**src/rtl/audio_frame_packer.sv**
```systemverilog
// audio_frame_packer
//   Buffers multi-channel sample frames in a small frame FIFO and serialises each one, MSB-first,
//   onto an 8-bit valid/ready byte stream as: sync byte, frame id, sample bytes.
//   Frames arriving while the packer is full are dropped and counted.
// Ports
//   IFCLK        sole clock, rising edge
//   RST_N        synchronous reset, active low
//   ENABLE       frames accepted only while high
//   FRAME_VALID  one-cycle strobe qualifying FRAME_DATA
//   FRAME_DATA   CHANNELS*SAMPLE_W frame, ch0L in the MSBs
//   BYTE_DATA    serialised byte (registered)
//   BYTE_VALID   BYTE_DATA valid (registered)
//   BYTE_READY   downstream accepts the byte this cycle
//   OVERFLOW     one-cycle pulse per dropped frame
//   DROP_COUNT   saturating count of dropped frames
//   LEVEL        frames queued, excluding the one in the serialiser
module audio_frame_packer #(
  parameter int unsigned CHANNELS  = 4,
  parameter int unsigned SAMPLE_W  = 16,
  parameter int unsigned DEPTH     = 8,
  parameter logic [7:0]  SYNC_BYTE = 8'hA5
) (
  input  logic                           IFCLK,
  input  logic                           RST_N,
  input  logic                           ENABLE,
  input  logic                           FRAME_VALID,
  input  logic [CHANNELS*SAMPLE_W-1:0]   FRAME_DATA,
  output logic [7:0]                     BYTE_DATA,
  output logic                           BYTE_VALID,
  input  logic                           BYTE_READY,
  output logic                           OVERFLOW,
  output logic [15:0]                    DROP_COUNT,
  output logic [$clog2(DEPTH):0]         LEVEL
);

  localparam int unsigned FrameW = CHANNELS * SAMPLE_W;
  localparam int unsigned NBytes = FrameW / 8;
  localparam int unsigned IdxW   = (NBytes > 1) ? $clog2(NBytes) : 1;
  localparam int unsigned PtrW   = $clog2(DEPTH);
  localparam int unsigned LvlW   = PtrW + 1;

  typedef enum logic [1:0] {StIdle, StSync, StId, StData} state_e;

  state_e            state_q, state_d;
  logic [FrameW-1:0] mem_data [DEPTH];
  logic [7:0]        mem_id   [DEPTH];
  logic [PtrW-1:0]   wr_ptr_q, wr_ptr_d, rd_ptr_q, rd_ptr_d;
  logic [LvlW-1:0]   level_q, level_d;
  logic [7:0]        id_q, id_d;
  logic [FrameW-1:0] shift_q, shift_d;
  logic [7:0]        cur_id_q, cur_id_d;
  logic [IdxW-1:0]   idx_q, idx_d;
  logic [7:0]        byte_data_q, byte_data_d;
  logic              byte_valid_q, byte_valid_d;
  logic              overflow_q, overflow_d;
  logic [15:0]       drop_q, drop_d;

  logic            busy, hs, last, empty, full, pop, push, drop, fv_en;
  logic [LvlW:0]   occupancy;

  assign busy  = (state_q != StIdle);
  assign hs    = byte_valid_q & BYTE_READY;
  assign last  = (state_q == StData) && (idx_q == IdxW'(NBytes - 1));
  assign empty = (level_q == '0);

  // Capacity counts the frame in the serialiser, so DEPTH frames total can be held.
  assign occupancy = {1'b0, level_q} + {{LvlW{1'b0}}, busy};
  assign full      = (occupancy >= (LvlW + 1)'(DEPTH));

  assign fv_en = FRAME_VALID & ENABLE;
  assign push  = fv_en & (~full | pop);
  assign drop  = fv_en & full & ~pop;

  // Serialiser FSM and registered byte output.
  always_comb begin
    state_d     = state_q;
    shift_d     = shift_q;
    cur_id_d    = cur_id_q;
    idx_d       = idx_q;
    byte_data_d = byte_data_q;
    pop         = 1'b0;
    unique case (state_q)
      StIdle: begin
        if (!empty) pop = 1'b1;
      end
      StSync: begin
        if (hs) begin
          state_d     = StId;
          byte_data_d = cur_id_q;
        end
      end
      StId: begin
        if (hs) begin
          state_d     = StData;
          byte_data_d = shift_q[FrameW-1 -: 8];
          shift_d     = shift_q << 8;
          idx_d       = '0;
        end
      end
      StData: begin
        if (hs) begin
          if (last) begin
            if (!empty) begin
              pop = 1'b1;
            end else begin
              state_d     = StIdle;
              byte_data_d = 8'h00;
            end
          end else begin
            byte_data_d = shift_q[FrameW-1 -: 8];
            shift_d     = shift_q << 8;
            idx_d       = idx_q + IdxW'(1);
          end
        end
      end
      default: state_d = StIdle;
    endcase
    // Loading the head frame always restarts the byte sequence at the sync byte.
    if (pop) begin
      state_d     = StSync;
      shift_d     = mem_data[rd_ptr_q];
      cur_id_d    = mem_id[rd_ptr_q];
      byte_data_d = SYNC_BYTE;
    end
    byte_valid_d = (state_d != StIdle);
  end

  // FIFO bookkeeping, frame id and drop accounting.
  always_comb begin
    wr_ptr_d   = wr_ptr_q + PtrW'(push);
    rd_ptr_d   = rd_ptr_q + PtrW'(pop);
    level_d    = level_q + LvlW'(push) - LvlW'(pop);
    id_d       = id_q + 8'(push);
    overflow_d = drop;
    drop_d     = drop_q;
    if (drop && (drop_q != 16'hFFFF)) drop_d = drop_q + 16'd1;
  end

  always_ff @(posedge IFCLK) begin
    if (!RST_N) begin
      state_q      <= StIdle;
      wr_ptr_q     <= '0;
      rd_ptr_q     <= '0;
      level_q      <= '0;
      id_q         <= '0;
      shift_q      <= '0;
      cur_id_q     <= '0;
      idx_q        <= '0;
      byte_data_q  <= '0;
      byte_valid_q <= 1'b0;
      overflow_q   <= 1'b0;
      drop_q       <= '0;
    end else begin
      state_q      <= state_d;
      wr_ptr_q     <= wr_ptr_d;
      rd_ptr_q     <= rd_ptr_d;
      level_q      <= level_d;
      id_q         <= id_d;
      shift_q      <= shift_d;
      cur_id_q     <= cur_id_d;
      idx_q        <= idx_d;
      byte_data_q  <= byte_data_d;
      byte_valid_q <= byte_valid_d;
      overflow_q   <= overflow_d;
      drop_q       <= drop_d;
    end
  end

  // Storage needs no reset; the pointers define what is valid.
  always_ff @(posedge IFCLK) begin
    if (RST_N && push) begin
      mem_data[wr_ptr_q] <= FRAME_DATA;
      mem_id[wr_ptr_q]   <= id_q;
    end
  end

  assign BYTE_DATA  = byte_data_q;
  assign BYTE_VALID = byte_valid_q;
  assign OVERFLOW   = overflow_q;
  assign DROP_COUNT = drop_q;
  assign LEVEL      = level_q;

endmodule
```
**config.mk**
```make
export PLATFORM = sky130hd
export DESIGN_NAME = audio_frame_packer
export DESIGN_NICKNAME = d
export VERILOG_FILES = /design/src/rtl/audio_frame_packer.sv
export SDC_FILE = /design/constraint.sdc
export NUM_CORES = 1
export LEC_CHECK = 0
export ABC_AREA = 1
export CAP_MARGIN = 0
export CORE_ASPECT_RATIO = 0.8
export CORE_MARGIN = 1.5
export CORE_UTILIZATION = 60
export CTS_CLUSTER_DIAMETER = 150
export CTS_CLUSTER_SIZE = 40
export DETAILED_ROUTE_END_ITERATION = 8
export PLACE_DENSITY = 0.77
export SYNTH_ARGS = -nofsm -noshare
export SYNTH_HDL_FRONTEND = slang
export SYNTH_SLANG_ARGS = --single-unit
```
**constraint.sdc**
```tcl
create_clock -name IFCLK -period 7.4 [get_ports IFCLK]
set_clock_uncertainty 0.1 [all_clocks]
set_input_delay 1.11 -clock IFCLK [delete_from_list [all_inputs] [get_ports IFCLK]]
set_output_delay 1.11 -clock IFCLK [all_outputs]
set_load 0.01 [all_outputs]
```
# Yosys cells after proc, flatten, opt, wreduce, memory -nomap -nowiden
# Memories as Yosys holds them, arrays and structs flattened. A register that Yosys moved wholly into a read port is not among the register bits.
# Index checks and enable logic that the tools add are counted.
[word_totals] ff_bits=113 mem_count=2 mem_bits_rw=576 wordCells=94
[mem_list] name="mem_data" depth=8 word_bits=64 read_ports=1 rd_ports_with_merged_regs=1 write_ports=1 line_no="45" rtl="logic [FrameW-1:0] mem_data [DEPTH];"
[mem_list] name="mem_id" depth=8 word_bits=8 read_ports=1 rd_ports_with_merged_regs=1 write_ports=1 line_no="46" rtl="logic [7:0] mem_id [DEPTH];"
[op_classes] eq_ne=15 order_cmp=1 n_addsub=8 n_reduce_logical=17 n_bitwise=9 n_mux=30
[ops] cell="$mux W64" count=4
[ops] cell="$pmux W64 S2" count=1
[ops] cell="$mux W8" count=6
[ops] cell="$pmux W8 S3" count=1
[ops] cell="$add A16 B1 Y16 const B" count=1
[ops] cell="$ne A16 B16 Y1 const B" count=1
[ops] cell="$ne A3 B3 Y1 const B" count=5
[ops] cell="$mux W2" count=6
[ops] cell="$mux W3" count=4
[ops] cell="$reduce_and A5 Y1" count=2
[ops] cell="$add A8 B1 Y8" count=1
[ops] cell="$ne A2 B2 Y1 const B" count=4
[ops] cell="$reduce_and A4 Y1" count=2
[ops] cell="$add A3 B1 Y3" count=2
[ops] cell="$pmux W2 S3" count=1
[ops] cell="$pmux W3 S2" count=1
[ops] cell="$reduce_bool A2 Y1" count=3
[ops] cell="$reduce_bool A3 Y1" count=2
[ops] cell="$add A4 B1 Y5" count=1
[ops] cell="$and A1 B1 Y1" count=5
[ops] cell="$ge A5 B4 Y1 const B" count=1
[ops] cell="$mux W1" count=5
[ops] cell="$add A4 B1 Y4" count=1
[ops] cell="$eq A2 B2 Y1 const B" count=2
[ops] cell="other kinds (14)" count=18

# Depth between registers and ports, before layout
# Gate-level depths: netlist of run 1.
[logic_depth] depth_word=10 ltp_mapped=17 ltp_nobuf=17

# Worst setup path before layout of run 1
# OpenSTA, ideal clock, no wires.
[synth_path] kind="input-to-reg" from="input port BYTE_READY" to="memory mem_data[0][0] (netlist name), enable pin" t_arrival_ps=5024 setup_ps=502 path_stages=9 setup_slack_ps=1774 t_required_ps=6798 path_cell_list="nand2_1 o21ai_2 nand2_4 buf_6 nand2_1 nand2_1 nor2_2 nand2_1 nor2_1"
[synth_between] elab_chain_cells=8
[synth_rtl] element="from (decl)" line_no="30" rtl="input logic BYTE_READY,"
[synth_rtl] element="$and A1 B1 Y1" line_no="62" rtl="assign hs = byte_valid_q & BYTE_READY;"
[synth_rtl] element="$mux W1" line_no="101" rtl="if (hs) begin"
[synth_rtl] element="$pmux W1 S2" line_no="82" rtl="unique case (state_q)"
[synth_rtl] element="$or A1 B1 Y1" line_no="71" rtl="assign push = fv_en & (~full | pop);"
[synth_rtl] element="$and A1 B1 Y1" line_no="71"
[synth_rtl] element="$logic_and A1 B1 Y1" line_no="171" rtl="if (RST_N && push) begin"
[synth_rtl] element="$mux W1" line_no="171"
[synth_rtl] element="$mux W1 (implied by the code)" line_no="172" rtl="mem_data[wr_ptr_q] <= FRAME_DATA;"
[synth_rtl] element="to (decl)" line_no="45"
# Every way passes these cells.

# Worst setup path in the final report of run 1
[layout_path] from="input port BYTE_READY" to="memory mem_data[6][23] (netlist name), enable pin"
# The elaborated chain is that of the path after synthesis.

==> impl_metrics.yaml, run 1 <==
clocking:
  cts_resized: 0
  ctsHtreeMaxLevel: 1
  tritoncts: "done"
  clock_sink_count: 697
  cts.root.buffer_cell: "sky130_fd_sc_hd__clkbuf_16"
  worst_setup_hold_path_clk_slew_ps: 130
  cts_setup_buffers: 0
  worstSkewPairLatency_ps: 600
  clockBufferDepth: 3
  ctsHoldBuffers: 0
  cts_buffers: 21
sta:
  finalSetupViolations: 0
  final.setup.tns_ps: 0
  peak_clock_frequency_supported_by_timing_mhz: 228
  grt_setup_unrepaired: "false"
  worst_pin_slew_ps: 1290
  holdWs_ps: 365
  timing.final.crit_share: 0.592
  finalHoldViolations: 0
  final_max_slew_viol_count: 0
  max_slew_margin: 0.139
  layout_min_cycle_time_ps: 4380
synthesis:
  mean_area_per_synthesized_cell_um2: 11.7
  yosysUniqueCellTypes: 35
  synth-seq-area-share: 0.712
  post_synthesis_instance_total: 2377
  synth_largest_type_area_fraction: 0.624
  mappedNetlistArea_um2: 27700
  synthesized_flop_and_latch_total: 697
  number_of_nets_produced_by_synthesis: 2467
  synthTopCellsByArea: "sky130_fd_sc_hd__edfxtp_1 (62%), sky130_fd_sc_hd__dfxtp_1 (8.7%), sky130_fd_sc_hd__nor2_1 (7.3%)"
  yosysTopAreaCell: "sky130_fd_sc_hd__edfxtp_1"
  yosys_warnings: 0
grt:
  grt_start_max_net_pins: 236
  grt_antenna_before_repair: 2
  grt_resource_usage_total: 0.262
  global_route_wire_length_before_repair_um: 97200
  number_of_global_route_vias_before_repair: 17200
  grt.overflow.total: 0
worst_setup_path:
  worst-setup-path-type: "in -> reg"
  timing.critical_path.fanout_max: 70
  cp.required_ps: 7560
  critical_path.startpoint_type: "input pin"
  critPathCaptureType: "register"
  worst-endpoint-arrival_ps: 4540
detailed_routing:
  remaining_drc_errors: 0
  drt_pass1_iterations: 7
  detail_route.vias_per_cell: 6.02
  wire_per_inst_um: 20.7
  wl_um: 62100
  drtAntennaViolNets: 0
  detail_route.iter0.violations: 2131
  detailroute.via_count: 18100
layout:
  layout-drive-gt1-share: 0.0310
  multi_input_comb_area_um2: 7120
  layout.filler_cells: 3329
  final_cells: 2999
  layout.nets: 2461
  regArea_um2: 19700
  flow.area_growth_from_synthesis_pct: 6.92
  layout.cells.most_common: "sky130_fd_sc_hd__edfxtp_1"
  layout.cells.most_common_list: "sky130_fd_sc_hd__edfxtp_1 (576), sky130_fd_sc_hd__nor2_1 (530), sky130_fd_sc_hd__o21ai_0 (381)"
placed_design:
  placed_insts: 2960
  buffer_ports.inserted: 98
  place.gp.congestion: 0.796
  hpwlAfterDp_um: 35300
floorplanning:
  die_width_um: 243
  boundaryPins: 99
  floorplan.die_area_um2: 47500
  floorplan.initialDensity: 0.607
  placementRows: 70
  core_um2: 45600
  fp.dieH_um: 195
power_and_ir_drop:
  ir_worst_vdd_uv: 449
  power_leakage_nw: 9.66
  pwr_dens_nw_per_um2: 312
run_status:
  run_status: "complete, no violations"
run:
  cap_viol_max_count: 0
hold_path:
  worst_hold_path_type: "reg -> reg"
[through the flow]
step                 util  total power, mW  instance area [um^2]  setup WS, ps
finish              0.649             9.23                 29600          3020
global route        0.649             9.74                 29600          2770
CTS                 0.649             9.25                 29600          3040
detailed placement  0.636             7.66                 29000          2420
global placement    0.636             7.57                 29000          2470
floorplan               -             6.86                 27700          1770
[path summary, 6_finish.rpt]
path | startpoint | end | slack (ps) | cells past startpoint
hold reg to reg | BYTE_DATA[1] | BYTE_DATA[1] | 360 | 2
setup reg to reg | state_q[1] | mem_data[6][23] | 3270 | 10
hold / removal | BYTE_DATA[1] | BYTE_DATA[1] | 360 | 2
setup / recovery | BYTE_READY | mem_data[6][23] | 3020 | 10
[sequential cells by signal, summed over array words and instances, names as in the netlist]
name / cells
mem_data: 512
mem_id: 64
shift_q: 64
DROP_COUNT: 16
BYTE_DATA: 8
cur_id_q: 8
id_q: 8
LEVEL: 4
idx_q: 3
rd_ptr_q: 3
wr_ptr_q: 3
state_q: 2
BYTE_VALID: 1
OVERFLOW: 1
[cell type report]
type,instances,area share
clock buffers,36,0.0196
multi-input cells,1475,0.240
flip-flops and latches,697,0.666
well taps,612,0.0258
diodes,2,0.000169
clock inverters,1,0.00101
repair buffers,118,0.0393
inverters,58,0.00769
[layer usage]
layer | share of wire | up-vias | track usage | wire length, um
li1 | - | 8426 | - | -
met1 | 0.43 | 8848 | 0.387 | 27000
met2 | 0.47 | 726 | 0.421 | 29200
met3 | 0.077 | 62 | 0.0341 | 4770
met4 | 0.018 | 0 | 0.0580 | 1140
met5 | 0 | - | 0 | 0
[worst max-delay path, cell delays in order]
cell and delay, ps:
sky130_fd_sc_hd__clkdlybuf4s50_1 460, sky130_fd_sc_hd__nand2_1 180, sky130_fd_sc_hd__o21ai_2 240, sky130_fd_sc_hd__nand2_4 410, sky130_fd_sc_hd__nand2_1 180, sky130_fd_sc_hd__nand2_1 110
sky130_fd_sc_hd__nor2_2 120, sky130_fd_sc_hd__nand2_1 270, sky130_fd_sc_hd__nor2_4 1040, sky130_fd_sc_hd__buf_12 370
[cells in the mapped netlist, drive strengths merged]
master / count
edfxtp: 576
o211a: 1
o211ai: 70
xor2: 7
o221ai: 8
inv: 58
a21oi: 92
dfxtp: 121
nand2: 119
a22oi: 4
clkbuf: 63
nand4: 7
o21ai: 423
fa: 1
or2: 1
nor3: 2
buf: 84
xnor2: 8
nor3b: 1
nor2: 544
nand3: 166
ha: 20
o22ai: 1
[power by group]
group          internal [mW]  switching, mW  total, mW
logic                  0.858           1.96       2.81
clock network          0.558           1.07       1.63
registers               4.53          0.257       4.79
[logic make-up after synthesis]
logic type	Yosys count	share of synthesized area
xor+xnor	15	0.00474
simple gates	840	0.124
flops	697	0.712
fa+ha+maj	21	0.00975
compound gates	599	0.116
buf+inv	205	0.0335
(Power assumes the default switching activity.)
==> inputs of run 2 (changes only) <==
==> constraint.sdc (replaced) <==
create_clock -name IFCLK -period 4.1 [get_ports IFCLK]
set_clock_uncertainty 0.1 [all_clocks]
set_input_delay 0.615 -clock IFCLK [delete_from_list [all_inputs] [get_ports IFCLK]]
set_output_delay 0.615 -clock IFCLK [all_outputs]
set_load 0.01 [all_outputs]
==> run 2 against run 1 <==
Compared with the run above: hold slack better by 7.2 ps; final area grew 1.1%; count of clock-buffer cells in the layout stayed put; non-clock buffer count rose by 22; sequential power grew 80%; first-iteration DRC count up 9.2%.
==> impl_metrics.yaml, run 2 (synthesis gave the netlist of run 1 again) <==
run_status:
  run_status: "complete, no violations"
sta:
  grt_setup_unrepaired: "false"
  finalHoldViolations: 0
  peak_clock_frequency_supported_by_timing_mhz: 329
  layout_min_cycle_time_ps: 3040
  finalSetupViolations: 0
  timing.final.crit_share: 0.740
  worst_pin_slew_ps: 902
  max_slew_margin: 0.398
  final_max_slew_viol_count: 0
power_and_ir_drop:
  ir_worst_vdd_uv: 425
  power_leakage_nw: 9.82
  pwr_dens_nw_per_um2: 569
placed_design:
  hpwlAfterDp_um: 37300
  place.gp.congestion: 0.859
  placed_insts: 2982
  buffer_ports.inserted: 98
  postPlaceCellArea_um2: 29300
grt:
  number_of_global_route_vias_before_repair: 17500
  grt_resource_usage_total: 0.269
  grt.overflow.total: 0
  grt_antenna_before_repair: 0
  global_route_wire_length_before_repair_um: 100000
  grt_start_max_net_pins: 157
layout:
  final_cells: 3019
  layout.cells.most_common_list: "sky130_fd_sc_hd__edfxtp_1 (576), sky130_fd_sc_hd__nor2_1 (530), sky130_fd_sc_hd__o21ai_0 (381)"
  layout.cells.most_common: "sky130_fd_sc_hd__edfxtp_1"
  antenna-diode-count: 0
  number_of_flip_flops_in_the_largest_register: 512
  flow.area_growth_from_synthesis_pct: 8.08
  regArea_um2: 19700
  register_with_the_most_flip_flops: "mem_data"
  final_cell_area_um2: 29900
  layout.filler_cells: 3262
  multi_input_comb_area_um2: 7120
  layout-drive-gt1-share: 0.0399
  layout.nets: 2483
  reg_top3: "mem_data (512), mem_id (64), shift_q (64)"
clocking:
  clockBufferDepth: 3
  ctsHoldBuffers: 0
  tritoncts: "done"
  cts.root.buffer_cell: "sky130_fd_sc_hd__clkbuf_16"
  worstSkewPairLatency_ps: 590
  cts_buffers: 21
  clock_sink_count: 697
  cts_resized: 0
  cts_setup_buffers: 0
  worst_setup_hold_path_clk_slew_ps: 140
  ctsHtreeMaxLevel: 1
detailed_routing:
  detail_route.iter0.violations: 2326
  wl_um: 63700
  drtAntennaViolNets: 0
  detail_route.vias_per_cell: 6.09
  wire_per_inst_um: 21.1
  detailroute.via_count: 18400
  drt_pass1_iterations: 6
  remaining_drc_errors: 0
worst_setup_path:
  worst-endpoint-arrival_ps: 3160
  critPathCaptureType: "register"
  r2r_end: "mem_data[7][18]"
  crit_path_max_incr_delay_ps: 420
  cp.required_ps: 4220
  ff2ff_path_depth: 13
  cpMaxStageDelayCell: "sky130_fd_sc_hd__dfxtp_1"
  critical_path.reg2reg.startpoint: "state_q[0]"
  worst-setup-path-type: "reg -> reg"
  critical_path.startpoint_type: "register"
  timing.reg2reg.setup_slack_ps: 1060
  timing.critical_path.fanout_max: 59
  cpMostUsedCell: "sky130_fd_sc_hd__nand2_1"
  path_cells: "inv_1 -> ha_1 -> inv_1 -> ha_1 -> nand2_1 -> nand2_1 -> nand3_1 -> nand2_1 -> nand2_1 -> nor2_2 -> nand2_1 -> nor2_4 -> buf_12"
floorplanning:
  floorplan.initialDensity: 0.607
  fp.dieH_um: 195
  die_width_um: 243
  boundaryPins: 99
  placementRows: 70
  floorplan.die_area_um2: 47500
  core_um2: 45600
hold_path:
  worst_hold_path_type: "reg -> reg"
  worst_hold_path.endpoint: "BYTE_DATA[4]"
  hold_path.startpoint: "BYTE_DATA[4]"
  timing.hold.worst_path_depth: 2
run:
  cap_viol_max_count: 0
-- run 2: cell count changes in the layout (fill, tap and decap cells not counted), sizes merged --
cell	previous run	this run
diode	2	0
buf	21	43
-- run 2: how the worst max path moves through the flow --
| stage | startpoint | to | slack (ps) |
|---|---|---|---|
| 3_3_place_gp | BYTE_READY | mem_data[5][38] | 880 |
| 5_1_grt | state_q[0] | mem_data[4][20] | 790 |
| 2_1_floorplan | state_q[0] | mem_data[0][0] | -1030 |
| 4_1_cts | state_q[0] | mem_data[6][9] | 1070 |
| 6_report | state_q[0] | mem_data[7][18] | 1060 |
| 3_5_place_dp | BYTE_READY | mem_data[5][47] | 860 |
-- run 2: report_power, final --
group | leakage [nW] | switching (mW) | total [mW] | internal [mW]
Sequential | 6.20 | 0.446 | 8.62 | 8.18
Combinational | 3.33 | 3.77 | 5.47 | 1.70
Clock | 0.288 | 1.93 | 2.94 | 1.01
-- run 2: cell type report --
cell class	count	area share
Sequential cell	697	0.659
Multi-Input combinational cell	1475	0.238
Timing Repair Buffer	140	0.0498
Tap cell	612	0.0256
Clock buffer	36	0.0194
Inverter	58	0.00760
Clock inverter	1	0.00100
-- run 2: critical path, delay by kind of cell, from the launching register on --
kind                       cells  cell delay [ps]
adders and majority gates      2              450
DFF                            1              420
buffers and inverters          3              640
and+or+nand+nor                8             1000
-- run 2: per-layer routing --
layer,track usage,up-vias,routed length (um)
met5,0,-,0
met3,0.0287,90,5180
met4,0.0690,0,1370
met1,0.398,9031,26700
met2,0.431,803,30500
li1,-,8465,-
-- run 2: stage by stage --
step	hold slack, ps	utilization	TNS [ps]	total power [mW]	setup WS, ps
after global routing	382	0.656	0	17.9	787
final	372	0.656	0	17.0	1060
after CTS	374	0.656	0	17.0	1070
after floorplan	327	-	-594420	12.4	-1030
after detailed placement	351	0.643	0	14.1	861
after global placement	342	0.643	0	13.9	883
==> patch (flow settings as in run 2) <==
Remove the register `overflow_q`: a continuous assignment takes its place, so the output `OVERFLOW` follows one clock earlier.
--- a/src/rtl/audio_frame_packer.sv
+++ b/src/rtl/audio_frame_packer.sv
@@ -150,3 +150,2 @@
       byte_valid_q <= 1'b0;
-      overflow_q   <= 1'b0;
       drop_q       <= '0;
@@ -163,3 +162,2 @@
       byte_valid_q <= byte_valid_d;
-      overflow_q   <= overflow_d;
       drop_q       <= drop_d;
@@ -167,2 +165,4 @@
   end
+
+  assign overflow_q = overflow_d;
 
Function: no difference found for any inputs over 4 cycles, from zero or initial values and one cycle with RST_N low; that may be too few to reach the edited logic, so the function may still have changed.
==> patch against run 2 <==
Cell area is 0.24% lower. Hold slack lost 0.0074 ns. Routed wire length down 2.0%. Sequential cell count shrank 1. Synthesized area barely moved. Power is 1.4% lower. Worst setup slack worse by 0.84 ns. Fmax down 22%. Sequential share of layout area grew 0.085 points. Register-to-register slack lost 0.21 ns. Core utilization decreased by 0.16 points.
==> patch: results (changes against run 2) <==
| Metric | Value |
|---|---|
| Peak VDD IR | 439 uV (was 425 uV) |
| Clock latency reported for the late side of the worst-skew pair | 0.61 ns (was 0.59 ns) |
| HPWL Detailed | 36.8 mm (was 37.3 mm) |
| Pre-CTS WS | 0.647 ns (was 0.861 ns) |
| CP delay by family, top | buffers and inverters (was simple AND/OR/NAND/NOR gates) |
| Layout cells sized above 1 | 3.90% (was 3.99%) |
| Seq/Total Area, Yosys | 71.1% (was 71.2%) |
| Type of the worst min-delay path | reg -> reg (unchanged) |
| CTS Buffer Depth | 3 (unchanged) |
| Vias in the first global route | 17400 (was 17500) |
| Total Routing Usage GR | 26.1% (was 26.9%) |
| Fin cells | 3020 (was 3019) |
| Yosys warns | 0 (unchanged) |
| Postcts setup bufs | 0 (unchanged) |
| First-pass GRT wire length | 97.1 mm (was 100 mm) |
| Status | finished, final reports clean (unchanged) |
| Vias | 18400 (about the same) |
| Synth top area cells | edfxtp_1 (62%), dfxtp_1 (8.7%), nor2_1 (7.3%), o21ai_0 (7.0%), nand3_1 (3.1%) (was edfxtp_1 (62%), dfxtp_1 (8.7%), nor2_1 (7.3%), o21ai_0 (6.9%), nand3_1 (3.0%)) |
| IO buf count | 98 (unchanged) |
| LEAKAGE | 9.78 nW (was 9.82 nW) |
| Final wirelength | 62.4 mm (was 63.7 mm) |
| CP max-delay cell | clkdlybuf4s50_1 (was dfxtp_1) |
| Routability Congestion | 0.861 (was 0.859) |
| Slowest stage delay, CP | 0.62 ns (was 0.42 ns) |
| Violation count after the first detailed-route iteration | 2110 (was 2326) |
| Max FO, Critical Path | 8 (was 59) |
| Largest net degree at the start of global routing | 140 (was 157) |
| Most frequent cells after synthesis | edfxtp_1 (576), nor2_1 (540), o21ai_0 (385) (was edfxtp_1 (576), nor2_1 (538), o21ai_0 (381)) |
| Synthesized area per cell | 11.6 um^2 (was 11.7 um^2) |
-- patch: cell count changes after synthesis, sizes merged --
cell,run 2,this run
buf,84,82
o211ai,70,66
nand3,166,170
nor2,544,547
clkbuf,63,66
dfxtp,121,120
inv,58,56
clkinv,0,2
-- patch: tightest hold or removal path, stage by stage, from the launching register on --
cell and delay, ns:
dfxtp_1 0.34, inv_1 0.05, a21oi_1 0.05
-- patch: worst paths after layout --
check / start / cells past startpoint / slack, ns / to
max reg2reg: state_q[0]$_SDFF_PN0_ / 13 / 0.85 / mem_data[0][13]$_DFFE_PP_
min: BYTE_DATA[1]$_SDFFE_PP0P_ / 2 / 0.36 / BYTE_DATA[1]$_SDFFE_PP0P_
min reg2reg: BYTE_DATA[1]$_SDFFE_PP0P_ / 2 / 0.36 / BYTE_DATA[1]$_SDFFE_PP0P_
max: state_q[0]$_SDFF_PN0_ / 10 / 0.22 / OVERFLOW
-- patch: cell type report --
type                            count  area (um^2)
Clock buffer                       36          582
Clock inverter                      2         38.8
Fill cell                        3226        15800
Inverter                           58          226
Multi-Input combinational cell   1478         7110
Sequential cell                   696        19700
Tap cell                          612          766
Timing Repair Buffer              138         1440
-- patch: cell families (layout without fill, tap and decap cells) --
kind of cell / after synthesis / count (layout) / synth area share, %
AO/OA/AOI/OAI: 595 / 595 / 11.5
XOR/XNOR: 15 / 15 / 0.474
adder cells (fa/ha/maj): 21 / 21 / 0.976
buffers and inverters: 206 / 234 / 3.39
flip-flops: 696 / 696 / 71.1
AND/OR/NAND/NOR: 847 / 847 / 12.5
-- patch: layer usage --
metal | track usage, % | up-vias | wire, um
li1 | - | 8477 | -
met1 | 38.6 | 8974 | 26600
met2 | 42.2 | 842 | 29900
met3 | 2.89 | 81 | 4780
met4 | 5.52 | 0 | 1210
met5 | 0 | - | 0
-- patch: power by group --
group	internal [mW]	total (mW)	switching, mW
Combinational	1.62	5.25	3.63
Sequential	8.17	8.58	0.411
Clock	1.01	2.97	1.96
Total	10.8	16.8	6.00
-- patch: through the flow --
step / power (mW) / cell area (um^2) / utilization (%) / hold slack (ns)
2_1_floorplan: 12.4 / 27700 / - / 0.327
3_3_place_gp: 13.7 / 29300 / 64.1 / 0.336
3_5_place_dp: 13.9 / 29300 / 64.1 / 0.344
4_1_cts: 16.8 / 29900 / 65.5 / 0.364
5_1_grt: 17.7 / 29900 / 65.5 / 0.382
6_report: 16.8 / 29900 / 65.5 / 0.365
